File: src/rtl/rbus_xbar_if.sv
// rbus_xbar_if: master-side load/store bus plus broadcast slave bus
// of the rbus crossbar, grouped for the environment and the crossbar.
interface rbus_xbar_if #(
  parameter int NUM_SLV = 4,
  parameter int AW      = 32,
  parameter int DW      = 32
);
  logic                  m_req_i;
  logic                  m_we_i;
  logic [AW-1:0]         m_addr_i;
  logic [DW-1:0]         m_wdata_i;
  logic [DW/8-1:0]       m_wstrb_i;
  logic                  m_ready_o;
  logic [DW-1:0]         m_rdata_o;
  logic                  m_err_o;
  logic [NUM_SLV-1:0]    s_req_o;
  logic                  s_we_o;
  logic [AW-1:0]         s_addr_o;
  logic [DW-1:0]         s_wdata_o;
  logic [DW/8-1:0]       s_wstrb_o;
  logic [NUM_SLV-1:0]    s_ready_i;
  logic [NUM_SLV*DW-1:0] s_rdata_i;

  modport master (
    output m_req_i, m_we_i, m_addr_i, m_wdata_i, m_wstrb_i,
    input  m_ready_o, m_rdata_o, m_err_o,
    input  s_req_o, s_we_o, s_addr_o, s_wdata_o, s_wstrb_o,
    output s_ready_i, s_rdata_i
  );

  modport slave (
    input  m_req_i, m_we_i, m_addr_i, m_wdata_i, m_wstrb_i,
    output m_ready_o, m_rdata_o, m_err_o,
    output s_req_o, s_we_o, s_addr_o, s_wdata_o, s_wstrb_o,
    input  s_ready_i, s_rdata_i
  );
endinterface

File: src/rtl/rbus_xbar.sv
// rbus_xbar: one load/store master to NUM_SLV base/mask decoded slaves
// with wait states, per-access timeout and error responses.
module rbus_xbar #(
  parameter int NUM_SLV = 4,
  parameter int AW      = 32,
  parameter int DW      = 32,
  parameter logic [NUM_SLV*AW-1:0] SLV_BASE = {
    32'h0000_0000, 32'h4000_0000,
    32'h2000_0000, 32'h0000_0000},
  parameter logic [NUM_SLV*AW-1:0] SLV_MASK = {
    32'h8000_0000, 32'hF000_0000,
    32'hF000_0000, 32'hF000_0000},
  parameter int TIMEOUT = 16,
  parameter logic [DW-1:0] ERR_DATA = DW'(32'hDEAD_BEEF)
) (
  input  logic       clk_i,
  input  logic       rst_i,
  rbus_xbar_if.slave bus,
  output logic [7:0] err_cnt_o
);

  localparam int SW = (NUM_SLV > 1) ? $clog2(NUM_SLV) : 1;
  localparam int CW = $clog2(TIMEOUT);
  localparam int BW = DW / 8;
  localparam logic [CW-1:0] CNT_LAST = CW'(TIMEOUT - 1);

  typedef enum logic [1:0] {
    IDLE,
    ACCESS,
    RESP
  } state_e;

  state_e             state_q;
  logic [SW-1:0]      sel_q;
  logic [NUM_SLV-1:0] req_q;
  logic               we_q;
  logic [AW-1:0]      addr_q;
  logic [DW-1:0]      wdata_q;
  logic [BW-1:0]      wstrb_q;
  logic [CW-1:0]      cnt_q;
  logic               rdy_q;
  logic               err_q;
  logic [DW-1:0]      rdata_q;
  logic [7:0]         err_cnt_q;

  logic               hit_d;
  logic [SW-1:0]      hit_idx_d;
  logic               sel_rdy_d;
  logic [DW-1:0]      sel_rdata_d;
  logic [7:0]         err_cnt_d;

  // Scan downwards so the lowest-index hit is the last one written.
  always_comb begin
    hit_d     = 1'b0;
    hit_idx_d = '0;
    for (int i = NUM_SLV - 1; i >= 0; i--) begin
      if ((bus.m_addr_i & SLV_MASK[i*AW +: AW])
          == SLV_BASE[i*AW +: AW]) begin
        hit_d     = 1'b1;
        hit_idx_d = SW'(i);
      end
    end
  end

  always_comb begin
    sel_rdy_d   = 1'b0;
    sel_rdata_d = '0;
    for (int i = 0; i < NUM_SLV; i++) begin
      if (sel_q == SW'(i)) begin
        sel_rdy_d   = bus.s_ready_i[i];
        sel_rdata_d = bus.s_rdata_i[i*DW +: DW];
      end
    end
  end

  always_comb begin
    err_cnt_d = err_cnt_q;
    if (err_cnt_q != 8'hFF) begin
      err_cnt_d = err_cnt_q + 8'd1;
    end
  end

  always_ff @(posedge clk_i or negedge rst_i) begin
    if (!rst_i) begin
      state_q   <= IDLE;
      sel_q     <= '0;
      req_q     <= '0;
      we_q      <= 1'b0;
      addr_q    <= '0;
      wdata_q   <= '0;
      wstrb_q   <= '0;
      cnt_q     <= '0;
      rdy_q     <= 1'b0;
      err_q     <= 1'b0;
      rdata_q   <= '0;
      err_cnt_q <= '0;
    end else begin
      unique case (state_q)
        IDLE: begin
          if (bus.m_req_i) begin
            we_q    <= bus.m_we_i;
            addr_q  <= bus.m_addr_i;
            wdata_q <= bus.m_wdata_i;
            wstrb_q <= bus.m_wstrb_i;
            sel_q   <= hit_idx_d;
            if (hit_d) begin
              state_q <= ACCESS;
              req_q   <= NUM_SLV'(1) << hit_idx_d;
              cnt_q   <= '0;
            end else begin
              state_q   <= RESP;
              rdy_q     <= 1'b1;
              err_q     <= 1'b1;
              rdata_q   <= ERR_DATA;
              err_cnt_q <= err_cnt_d;
            end
          end
        end
        ACCESS: begin
          // Ready checked first: a ready on the last cycle beats the timeout.
          if (sel_rdy_d) begin
            state_q <= RESP;
            req_q   <= '0;
            rdy_q   <= 1'b1;
            err_q   <= 1'b0;
            rdata_q <= we_q ? '0 : sel_rdata_d;
          end else if (cnt_q == CNT_LAST) begin
            state_q   <= RESP;
            req_q     <= '0;
            rdy_q     <= 1'b1;
            err_q     <= 1'b1;
            rdata_q   <= ERR_DATA;
            err_cnt_q <= err_cnt_d;
          end else begin
            cnt_q <= cnt_q + CW'(1);
          end
        end
        RESP: begin
          state_q <= IDLE;
          rdy_q   <= 1'b0;
          err_q   <= 1'b0;
          rdata_q <= '0;
        end
        default: begin
          state_q <= IDLE;
        end
      endcase
    end
  end

  assign bus.m_ready_o = rdy_q;
  assign bus.m_rdata_o = rdata_q;
  assign bus.m_err_o   = err_q;
  assign bus.s_req_o   = req_q;
  assign bus.s_we_o    = we_q;
  assign bus.s_addr_o  = addr_q;
  assign bus.s_wdata_o = wdata_q;
  assign bus.s_wstrb_o = wstrb_q;
  assign err_cnt_o     = err_cnt_q;

endmodule
File: src/flat_wrapper.sv
// flat-port wrapper written by rule: the top's interface ports become plain ports
module rbus_xbar_flat 
#(
  parameter int NUM_SLV = 4,
  parameter int AW      = 32,
  parameter int DW      = 32,
  parameter logic [NUM_SLV*AW-1:0] SLV_BASE = {
    32'h0000_0000, 32'h4000_0000,
    32'h2000_0000, 32'h0000_0000},
  parameter logic [NUM_SLV*AW-1:0] SLV_MASK = {
    32'h8000_0000, 32'hF000_0000,
    32'hF000_0000, 32'hF000_0000},
  parameter int TIMEOUT = 16,
  parameter logic [DW-1:0] ERR_DATA = DW'(32'hDEAD_BEEF)
)
  (clk_i, rst_i, err_cnt_o, bus_m_req_i, bus_m_we_i, bus_m_addr_i, bus_m_wdata_i, bus_m_wstrb_i, bus_m_ready_o, bus_m_rdata_o, bus_m_err_o, bus_s_req_o, bus_s_we_o, bus_s_addr_o, bus_s_wdata_o, bus_s_wstrb_o, bus_s_ready_i, bus_s_rdata_i);
  rbus_xbar_if #(.NUM_SLV(NUM_SLV), .AW(AW), .DW(DW)) bus_i ();
  input  logic clk_i;
  input  logic rst_i;
  output logic [7:0] err_cnt_o;
  input wire logic [$bits(bus_i.m_req_i)-1:0] bus_m_req_i;
  input wire logic [$bits(bus_i.m_we_i)-1:0] bus_m_we_i;
  input wire logic [$bits(bus_i.m_addr_i)-1:0] bus_m_addr_i;
  input wire logic [$bits(bus_i.m_wdata_i)-1:0] bus_m_wdata_i;
  input wire logic [$bits(bus_i.m_wstrb_i)-1:0] bus_m_wstrb_i;
  output wire logic [$bits(bus_i.m_ready_o)-1:0] bus_m_ready_o;
  output wire logic [$bits(bus_i.m_rdata_o)-1:0] bus_m_rdata_o;
  output wire logic [$bits(bus_i.m_err_o)-1:0] bus_m_err_o;
  output wire logic [$bits(bus_i.s_req_o)-1:0] bus_s_req_o;
  output wire logic [$bits(bus_i.s_we_o)-1:0] bus_s_we_o;
  output wire logic [$bits(bus_i.s_addr_o)-1:0] bus_s_addr_o;
  output wire logic [$bits(bus_i.s_wdata_o)-1:0] bus_s_wdata_o;
  output wire logic [$bits(bus_i.s_wstrb_o)-1:0] bus_s_wstrb_o;
  input wire logic [$bits(bus_i.s_ready_i)-1:0] bus_s_ready_i;
  input wire logic [$bits(bus_i.s_rdata_i)-1:0] bus_s_rdata_i;
  assign bus_i.m_req_i = bus_m_req_i;
  assign bus_i.m_we_i = bus_m_we_i;
  assign bus_i.m_addr_i = bus_m_addr_i;
  assign bus_i.m_wdata_i = bus_m_wdata_i;
  assign bus_i.m_wstrb_i = bus_m_wstrb_i;
  assign bus_m_ready_o = bus_i.m_ready_o;
  assign bus_m_rdata_o = bus_i.m_rdata_o;
  assign bus_m_err_o = bus_i.m_err_o;
  assign bus_s_req_o = bus_i.s_req_o;
  assign bus_s_we_o = bus_i.s_we_o;
  assign bus_s_addr_o = bus_i.s_addr_o;
  assign bus_s_wdata_o = bus_i.s_wdata_o;
  assign bus_s_wstrb_o = bus_i.s_wstrb_o;
  assign bus_i.s_ready_i = bus_s_ready_i;
  assign bus_i.s_rdata_i = bus_s_rdata_i;
  rbus_xbar #(.NUM_SLV(NUM_SLV), .AW(AW), .DW(DW), .SLV_BASE(SLV_BASE), .SLV_MASK(SLV_MASK), .TIMEOUT(TIMEOUT), .ERR_DATA(ERR_DATA)) u_core (.clk_i(clk_i), .rst_i(rst_i), .bus(bus_i), .err_cnt_o(err_cnt_o));
endmodule
File: config.mk
export PLATFORM = sky130hd
export DESIGN_NAME = rbus_xbar_flat
export DESIGN_NICKNAME = d
export VERILOG_FILES = /design/src/rtl/rbus_xbar_if.sv /design/src/rtl/rbus_xbar.sv /design/src/flat_wrapper.sv
export SDC_FILE = /design/constraint.sdc
export NUM_CORES = 1
export LEC_CHECK = 0
export BUFFER_PORTS_ARGS = -buffer_cell sky130_fd_sc_hd__buf_2
export CORE_UTILIZATION = 35
export DETAILED_ROUTE_END_ITERATION = 6
export GPL_TIMING_DRIVEN = 0
export PLACE_DENSITY_LB_ADDON = 0.25
export SLEW_MARGIN = 20
export SYNTH_ARGS = -nofsm -noshare
export SYNTH_HDL_FRONTEND = slang
export SYNTH_SLANG_ARGS = --single-unit
File: constraint.sdc
create_clock -name clk_i -period 4 [get_ports clk_i]
set_input_delay 0.8 -clock clk_i [delete_from_list [all_inputs] [get_ports clk_i]]
set_output_delay 0.8 -clock clk_i [all_outputs]
set_load 0.01 [all_outputs]
==> impl_metrics.json, run 1 <==
{
  "status": "complete, no violations",
  "min_period_ps": 2560,
  "first_global_vias": 5268,
  "nets": 1004,
  "hold_path_class": "in -> async",
  "yosys_most_used_dff": "dfrtp_1",
  "synth.most_common_cell": "dfrtp_1",
  "async_flop_share_pct": 100,
  "synth_top_area_share_pct": 52.7,
  "drc": 0,
  "ioPinCount": 319,
  "fin_tns_setup_ps": 0,
  "cts.path.max_buffers": 2,
  "clkTransAtPathRegs_ps": 60,
  "r2r_slack_ps": 1440,
  "synth_largest_area_cell": "dfrtp_1",
  "antenna_left": 0,
  "p_per_area_nw_per_um2": 805,
  "dp_hpwl_um": 14100,
  "grt_pass1_wl_um": 28900,
  "antenna_found_initial": 3,
  "drive_gt1_share_pct": 57.8,
  "synth_commonest_cells": "dfrtp_1 (123), mux2_2 (69), nand2_1 (50), mux4_2 (33), a21oi_1 (31)",
  "area_growth_pct": 42.9,
  "synth.net_count": 666,
  "syn_avg_cell_area_um2": 12.8,
  "grtUsageTotal_pct": 21.9,
  "first_iter_violations": 233,
  "finalCritPeriodShare_pct": 64.1,
  "critPathRequiredTime_ps": 4330,
  "final-hold-violation-count": 0,
  "rows": 46,
  "numCtsBuffers": 17,
  "design.core.area_um2": 16100,
  "vias": 5023,
  "dp_cells": 991,
  "start_kind": "flop",
  "dieWidth_um": 131,
  "final-instance-count-excl-fill": 1023,
  "worstSkewPairLatency_ps": 410,
  "crit_type": "reg -> reg",
  "seq_area_frac_synth_pct": 52.7,
  "first_pass_iters": 4,
  "skew_ps": 8.44,
  "cts.repair.resized": 0,
  "vias_per_cell": 4.91,
  "cpPeakStageDelay_ps": 610,
  "end_kind": "flop",
  "synth_edf_count": 0,
  "relSlewSlack_pct": 49.9,
  "cap_viol_max_count": 0,
  "ir_drop_uv": 453,
  "drt-wirelength-per-cell_um": 17.8,
  "port_buffers": 318,
  "yosysWarnings": 0,
  "ctsHtreeMaxLevel": 4,
  "synth_cell_type_count": 40,
  "slew_viol_final": 0,
  "routed_wirelength_um": 18200,
  "cts_setup_buffers": 0,
  "start_util_pct": 36.2,
  "num-fill-cells": 1477,
  "max_slew.worst_pin.slew_ps": 744,
  "cp_slowest_cell": "a21oi_1",
  "rsz0062_at_grt": "no",
  "cp_max_fo": 10,
  "numClockSinks": 123,
  "synth_area_leaders": "dfrtp_1 (53%), mux2_2 (13%), mux4_2 (13%)",
  "p_leak_nw": 4.05,
  "cp_cell_sequence": "ha_1 -> clkbuf_1 -> nand2_1 -> o22ai_1 -> a21oi_1 -> clkbuf_1 -> a21oi_1 -> o21ai_0",
  "dieArea_um2": 17200,
  "synth_cells": 456,
  "grt_max_degree": 65,
  "place.gp.congestion": 0.866,
  "setup_viol": 0,
  "die_y_um": 131,
  "cts_hold_buf": 0,
  "ys_seq_elements": 123,
  "grt-ovfl-total": 0,
  "crit_arrival_ps": 2890,
  "fmax_mhz": 390,
  "cts_tree": "yes",
  "syn_area_um2": 5840,
  "cts_root_buffer": "clkbuf_16"
}
==> through the flow <==
step	hold WS, ps	util, %	power, mW	instance area (um2)	setup WS [ps]
after global placement	457	47.8	5.13	7700	354
after CTS	316	51.8	6.81	8340	1380
after floorplan	498	-	4.03	5840	1660
after global routing	339	51.8	7.17	8340	1120
final	303	51.8	6.72	8340	1440
after detailed placement	467	48.0	5.18	7740	1330
==> power breakdown <==
part           leakage (nW)  internal, mW  switching, mW
logic                  2.28          1.43           1.58
clock network         0.290          1.01          0.570
registers              1.48          1.82          0.304
==> cells in the final DEF (no fill, tap or decap), types with 3 or more instances in the layout <==
cell type / instances
dfrtp_1: 123
bufinv_16: 3
a21oi_1: 31
nand2b_1: 3
nor2_1: 10
buf_2: 322
nand2_1: 50
clkbuf_1: 19
o41ai_1: 3
o21ai_0: 27
o21ai_1: 15
xor2_1: 5
buf_6: 5
clkbuf_16: 17
nand3_1: 9
nand4_1: 9
mux4_2: 33
inv_1: 7
mux2_2: 69
ha_1: 6
==> final cells by class <==
type                    instances  area [um2]  share of cell area, %
clock buffers                  21         460                   5.52
inverters                       7        26.3                  0.315
clock inverters                10         141                   1.69
well taps                     216         270                   3.24
diodes                          1        2.50                 0.0300
plain buffers                  31         163                   1.95
flip-flops and latches        123        3080                   36.9
repair buffers                319        1630                   19.5
multi-input cells             295        2570                   30.8
==> metal layers <==
metal	routed length [um]	up-vias	track usage [%]
met5	13	-	0
met4	230	2	6.14
met3	1450	18	7.64
met2	9130	228	37.5
met1	7370	2424	25.9
li1	-	2351	-
==> worst max-delay path, delay by kind of cell (launching register included) <==
kind | cells | cell delay (ps)
AOI/OAI and AO/OA | 4 | 990
and+or+nand+nor | 1 | 120
adders and majority gates | 1 | 250
DFF | 1 | 430
buffers and inverters | 2 | 700
==> cell families after synthesis <==
logic type               count (synthesis)  synth area share (%)
adder cells (fa/ha/maj)                  6                  1.29
buffers and inverters                   38                  3.23
AND/OR/NAND/NOR                         91                  7.18
AO/OA/AOI/OAI                           87                  8.14
XOR/XNOR                                 6                 0.900
multiplexers                           105                  26.6
flip-flops                             123                  52.7
==> path summary, 6_finish.rpt <==
kind / depth (start not counted) / end / startpoint
max: 8 / u_core.bus.m_rdata_o[18] / u_core.state_q[0]
min: 1 / u_core.bus.m_rdata_o[1] / rst_i
max reg2reg: 8 / u_core.bus.m_rdata_o[18] / u_core.state_q[0]
min reg2reg: 2 / u_core.bus.m_rdata_o[4] / u_core.bus.m_rdata_o[4]
max in group asynchronous: 2 / u_core.bus.s_addr_o[20] / rst_i
min in group clk_i: 2 / u_core.bus.m_rdata_o[4] / u_core.bus.m_rdata_o[4]
==> registers in the layout, indices dropped and copies added (netlist names) <==
register              cells
u_core.bus.m_err_o        1
u_core.bus.s_wstrb_o      4
u_core.bus.m_rdata_o     32
u_core.cnt_q              4
u_core.bus.s_wdata_o     32
u_core.err_cnt_o          8
u_core.bus.m_ready_o      1
u_core.sel_q              2
u_core.bus.s_we_o         1
u_core.state_q            2
u_core.bus.s_addr_o      32
u_core.bus.s_req_o        4
Power figures use the tool's default switching activity.
==> run 2: changes to the inputs <==
==> constraint.sdc (replaced) <==
create_clock -name clk_i -period 2.55 [get_ports clk_i]
set_input_delay 0.51 -clock clk_i [delete_from_list [all_inputs] [get_ports clk_i]]
set_output_delay 0.51 -clock clk_i [all_outputs]
set_load 0.01 [all_outputs]
==> impl_metrics.json, run 2 (synthesis gave the netlist of run 1 again) <==
{
  "cap_viol_max_count": 0,
  "cts_setup_buffers": 0,
  "area_growth_pct": 43.0,
  "dieWidth_um": 131,
  "crit_type": "reg -> reg",
  "hold_path_class": "in -> async",
  "cts_tree": "yes",
  "cp_max_fo": 10,
  "first_iter_violations": 223,
  "first_global_vias": 5268,
  "status": "complete, no violations",
  "cp_slowest_cell": "clkbuf_1",
  "rows": 46,
  "setup_viol": 0,
  "cts_root_buffer": "clkbuf_16",
  "drive_gt1_share_pct": 58.2,
  "port_buffers": 318,
  "multi_input_area_um2": 2580,
  "start_kind": "flop",
  "cts.path.max_buffers": 2,
  "vias_per_cell": 4.93,
  "rsz0062_at_grt": "yes",
  "ioPinCount": 319,
  "grt-ovfl-total": 0,
  "end_kind": "flop",
  "layout_common_cells": "buf_2 (322), dfrtp_1 (123), mux2_2 (69), nand2_1 (50), mux4_2 (33)",
  "wl_met3_um": 1490,
  "placed_area_um2": 7740,
  "dp_cells": 991,
  "p_leak_nw": 4.06,
  "final-instance-count-excl-fill": 1023,
  "final_common_cell": "buf_2",
  "worstSkewPairLatency_ps": 410,
  "ctsHtreeMaxLevel": 4,
  "clkTransAtPathRegs_ps": 60,
  "crit_arrival_ps": 2750,
  "crit_top_cell": "clkbuf_1",
  "design.core.area_um2": 16100,
  "place.gp.congestion": 0.866,
  "slew_viol_final": 0,
  "dr.max_layer_used": "met5",
  "grt_max_degree": 65,
  "wl_met2_um": 9130,
  "first_pass_iters": 4,
  "fmax_mhz": 407,
  "relSlewSlack_pct": 49.5,
  "routed_wirelength_um": 18200,
  "min_period_ps": 2460,
  "max_slew.worst_pin.slew_ps": 750,
  "ir_drop_uv": 711,
  "drc": 0,
  "wl_met1_um": 7350,
  "die_y_um": 131,
  "antenna_found_initial": 3,
  "p_per_area_nw_per_um2": 1260,
  "critPathRequiredTime_ps": 2840,
  "cpPeakStageDelay_ps": 510,
  "drt-wirelength-per-cell_um": 17.8,
  "r2r.worst_path.cells": 6,
  "grt_pass1_wl_um": 28900,
  "dieArea_um2": 17200,
  "grtUsageTotal_pct": 21.9,
  "skew_ps": 8.24,
  "regArea_um2": 3080,
  "num-fill-cells": 1474,
  "final-hold-violation-count": 0,
  "vias": 5039,
  "nets": 1004,
  "numClockSinks": 123,
  "numCtsBuffers": 17,
  "finalCritPeriodShare_pct": 96.4,
  "start_util_pct": 36.2,
  "final_area_um2": 8350,
  "dp_hpwl_um": 14100,
  "antenna_left": 0,
  "cp_cell_sequence": "inv_1 -> ha_1 -> nand2_1 -> clkbuf_1 -> clkbuf_1 -> mux2_2"
}
[run 2: cell count changes in the layout (fill, tap and decap cells not counted)]
cell      previous run  this run
clkbuf_1            19        14
a21oi_1             31        30
a21oi_2              0         1
clkbuf_2             2         4
buf_1                2         5
[run 2: power by group]
| part | switching (mW) | total [mW] | internal (mW) | leakage [nW] |
|---|---|---|---|---|
| sequential | 0.477 | 3.33 | 2.86 | 1.48 |
| clock | 0.894 | 2.48 | 1.59 | 0.290 |
| combinational | 2.48 | 4.73 | 2.25 | 2.29 |
[run 2: final timing paths]
check	from	slack, ps	end
worst max-delay path	u_core.state_q[0]	90	u_core.bus.s_addr_o[24]
worst min-delay path	rst_i	10	u_core.bus.m_rdata_o[1]
worst max register to register	u_core.state_q[0]	90	u_core.bus.s_addr_o[24]
worst min register to register	u_core.bus.m_rdata_o[4]	480	u_core.bus.m_rdata_o[4]
max in group asynchronous	rst_i	1840	u_core.bus.s_addr_o[20]
min in group clk_i	bus_m_addr_i[12]	330	u_core.bus.s_addr_o[12]
[run 2: per-layer routing]
metal / GRT usage, % / up-vias
met1: 25.9 / 2431
met2: 37.5 / 240
li1: - / 2351
met5: 0 / -
met3: 7.64 / 15
met4: 6.14 / 2
[run 2: timing repair]
item / in CTS / in global routing
hold buffers: 0 / 0
gates cloned: 0 / 0
endpoints found under the setup margin: 12 / 72
resized for setup: 1 / 7
[run 2: per-stage QoR]
| step | TNS, ps | hold slack, ps | setup WS [ps] | util [%] | power (mW) |
|---|---|---|---|---|---|
| after global placement | -97860 | 457 | -806 | 47.8 | 8.05 |
| after floorplan | 0 | 214 | 502 | - | 6.33 |
| after detailed placement | -223 | 467 | -53.0 | 48.0 | 8.13 |
| after global routing | -2760 | 49.0 | -83.8 | 51.8 | 11.3 |
| final | 0 | 13.7 | 93.0 | 51.8 | 10.5 |
| after CTS | 0 | 25.8 | 21.8 | 51.8 | 10.7 |
[run 2: critical path, delay by kind of cell (launching register included)]
family	cells	cell delay (ps)
AND/OR/NAND/NOR	1	140
buffers and inverters	3	1090
flip-flops	1	420
adder cells (fa/ha/maj)	1	290
multiplexers	1	400
[run 2: layout make-up]
class / instances / share of cell area (%)
antenna: 1 / 0.0300
buffer: 31 / 1.98
clock buffer: 21 / 5.51
clock inverter: 10 / 1.69
inverter: 7 / 0.315
multi-input combinational: 295 / 30.9
sequential: 123 / 36.9
tap: 216 / 3.24
timing repair buffer: 319 / 19.5
==> run 3: changes to the inputs <==
==> constraint.sdc (replaced) <==
create_clock -name clk_i -period 2.7 [get_ports clk_i]
set_input_delay 0.54 -clock clk_i [delete_from_list [all_inputs] [get_ports clk_i]]
set_output_delay 0.54 -clock clk_i [all_outputs]
set_load 0.01 [all_outputs]
==> impl_metrics.json, run 3 (synthesis gave the netlist of run 1 again) <==
{
  "vias_per_cell": 4.92,
  "cp_max_fo": 10,
  "ir_drop_uv": 671,
  "first_iter_violations": 229,
  "power_switching_mw": 3.63,
  "p_seq_share_pct": 31.6,
  "crit_type": "reg -> reg",
  "total_power_mw": 9.95,
  "p_per_area_nw_per_um2": 1190,
  "vias": 5034,
  "p_leak_nw": 4.05,
  "hold_path_class": "in -> async",
  "first_global_vias": 5268,
  "skew_ps": 8.42,
  "dp_slack_ps": 97.0,
  "rsz0062_at_grt": "no",
  "ctsHtreeMaxLevel": 4,
  "relSlewSlack_pct": 49.5,
  "drive_gt1_share_pct": 57.9,
  "grt-ovfl-total": 0,
  "start_kind": "flop",
  "critPathRequiredTime_ps": 2990,
  "die_y_um": 131,
  "port_buffers": 318,
  "rows": 46,
  "final-hold-violation-count": 0,
  "setup_viol": 0,
  "grtUsageTotal_pct": 21.9,
  "slew_viol_final": 0,
  "fin_tns_setup_ps": 0,
  "finalCritPeriodShare_pct": 90.9,
  "cap_viol_max_count": 0,
  "grt_pass1_wl_um": 28900,
  "dp_cells": 991,
  "crit_arrival_ps": 2740,
  "start_util_pct": 36.2,
  "design.core.area_um2": 16100,
  "cts.repair.resized": 0,
  "drc": 0,
  "cell_internal_pwr_mw": 6.32,
  "ioPinCount": 319,
  "antenna_found_initial": 3,
  "fmax_mhz": 407,
  "final-instance-count-excl-fill": 1023,
  "dieArea_um2": 17200,
  "clkTransAtPathRegs_ps": 60,
  "final_common_cell": "buf_2",
  "final.setup.worst_slack_ps": 246,
  "comb_power_share_pct": 44.8,
  "end_kind": "flop",
  "clkPwrFrac_pct": 23.5,
  "num-fill-cells": 1476,
  "place.gp.congestion": 0.866,
  "grt_max_degree": 65,
  "dp_hpwl_um": 14100,
  "cts.path.max_buffers": 2,
  "first_pass_iters": 4,
  "layout_common_cells": "buf_2 (322), dfrtp_1 (123), mux2_2 (69), nand2_1 (50), mux4_2 (33)",
  "drt-wirelength-per-cell_um": 17.8,
  "cts_tree": "yes",
  "min_period_ps": 2450,
  "cts_hold_buf": 0,
  "area_growth_pct": 42.9,
  "max_slew.worst_pin.slew_ps": 750,
  "cts_setup_buffers": 0,
  "numClockSinks": 123,
  "cts_root_buffer": "clkbuf_16",
  "antenna_left": 0,
  "sw_frac_of_total_pct": 36.5,
  "nets": 1004,
  "dieWidth_um": 131,
  "routed_wirelength_um": 18200,
  "status": "complete, no violations",
  "worstSkewPairLatency_ps": 410,
  "numCtsBuffers": 17
}
[run 3: layout make-up]
cell class                      count  area, um2  area share, %
Multi-Input combinational cell    295       2580           30.9
Tap cell                          216        270           3.24
Sequential cell                   123       3080           36.9
Timing Repair Buffer              319       1630           19.5
Antenna cell                        1       2.50         0.0300
Clock inverter                     10        141           1.69
Buffer                             31        163           1.95
Clock buffer                       21        460           5.52
Inverter                            7       26.3          0.315
[run 3: worst max-delay path, cell delays in order (launching register included)]
cell      delay [ps]
dfrtp_1          420
inv_1             90
ha_1             290
nand2_1          140
clkbuf_1         480
clkbuf_1         510
mux2_2           400
[run 3: worst paths after layout]
| kind | cells after the start | start | slack (ps) | endpoint |
|---|---|---|---|---|
| setup / recovery | 6 | u_core.state_q[0] | 250 | u_core.bus.s_addr_o[24] |
| hold / removal | 1 | rst_i | 40 | u_core.bus.m_rdata_o[1] |
| setup reg to reg | 6 | u_core.state_q[0] | 250 | u_core.bus.s_addr_o[24] |
| hold reg to reg | 2 | u_core.bus.m_rdata_o[4] | 480 | u_core.bus.m_rdata_o[4] |
| max in group asynchronous | 2 | rst_i | 1960 | u_core.bus.s_addr_o[20] |
| min in group clk_i | 2 | bus_m_addr_i[12] | 360 | u_core.bus.s_addr_o[12] |
[run 3: power by group through the flow]
| stage | logic, mW | clock network [mW] | registers [mW] |
|---|---|---|---|
| floorplan | 2.45 | 0 | 3.52 |
| global placement | 4.48 | 0 | 3.13 |
| detailed placement | 4.51 | 0 | 3.17 |
| CTS | 4.52 | 2.41 | 3.15 |
| global route | 4.88 | 2.48 | 3.26 |
| finish | 4.46 | 2.34 | 3.15 |
[run 3: layer usage]
layer | part of all wire [%] | global-route usage (%) | vias to the layer above | routed length, um
li1 | - | - | 2350 | -
met4 | 1.2 | 6.14 | 2 | 214
met1 | 40 | 25.9 | 2430 | 7340
met5 | 0.071 | 0 | - | 13
met3 | 8.1 | 7.64 | 15 | 1480
met2 | 50 | 37.5 | 237 | 9150
[run 3: metrics by stage]
step	hold WS [ps]	utilization (%)	instance area, um2
floorplan	244	-	5840
global placement	457	47.8	7700
detailed placement	467	48.0	7740
CTS	55.8	51.8	8340
global route	79.0	51.8	8350
finish	43.5	51.8	8350
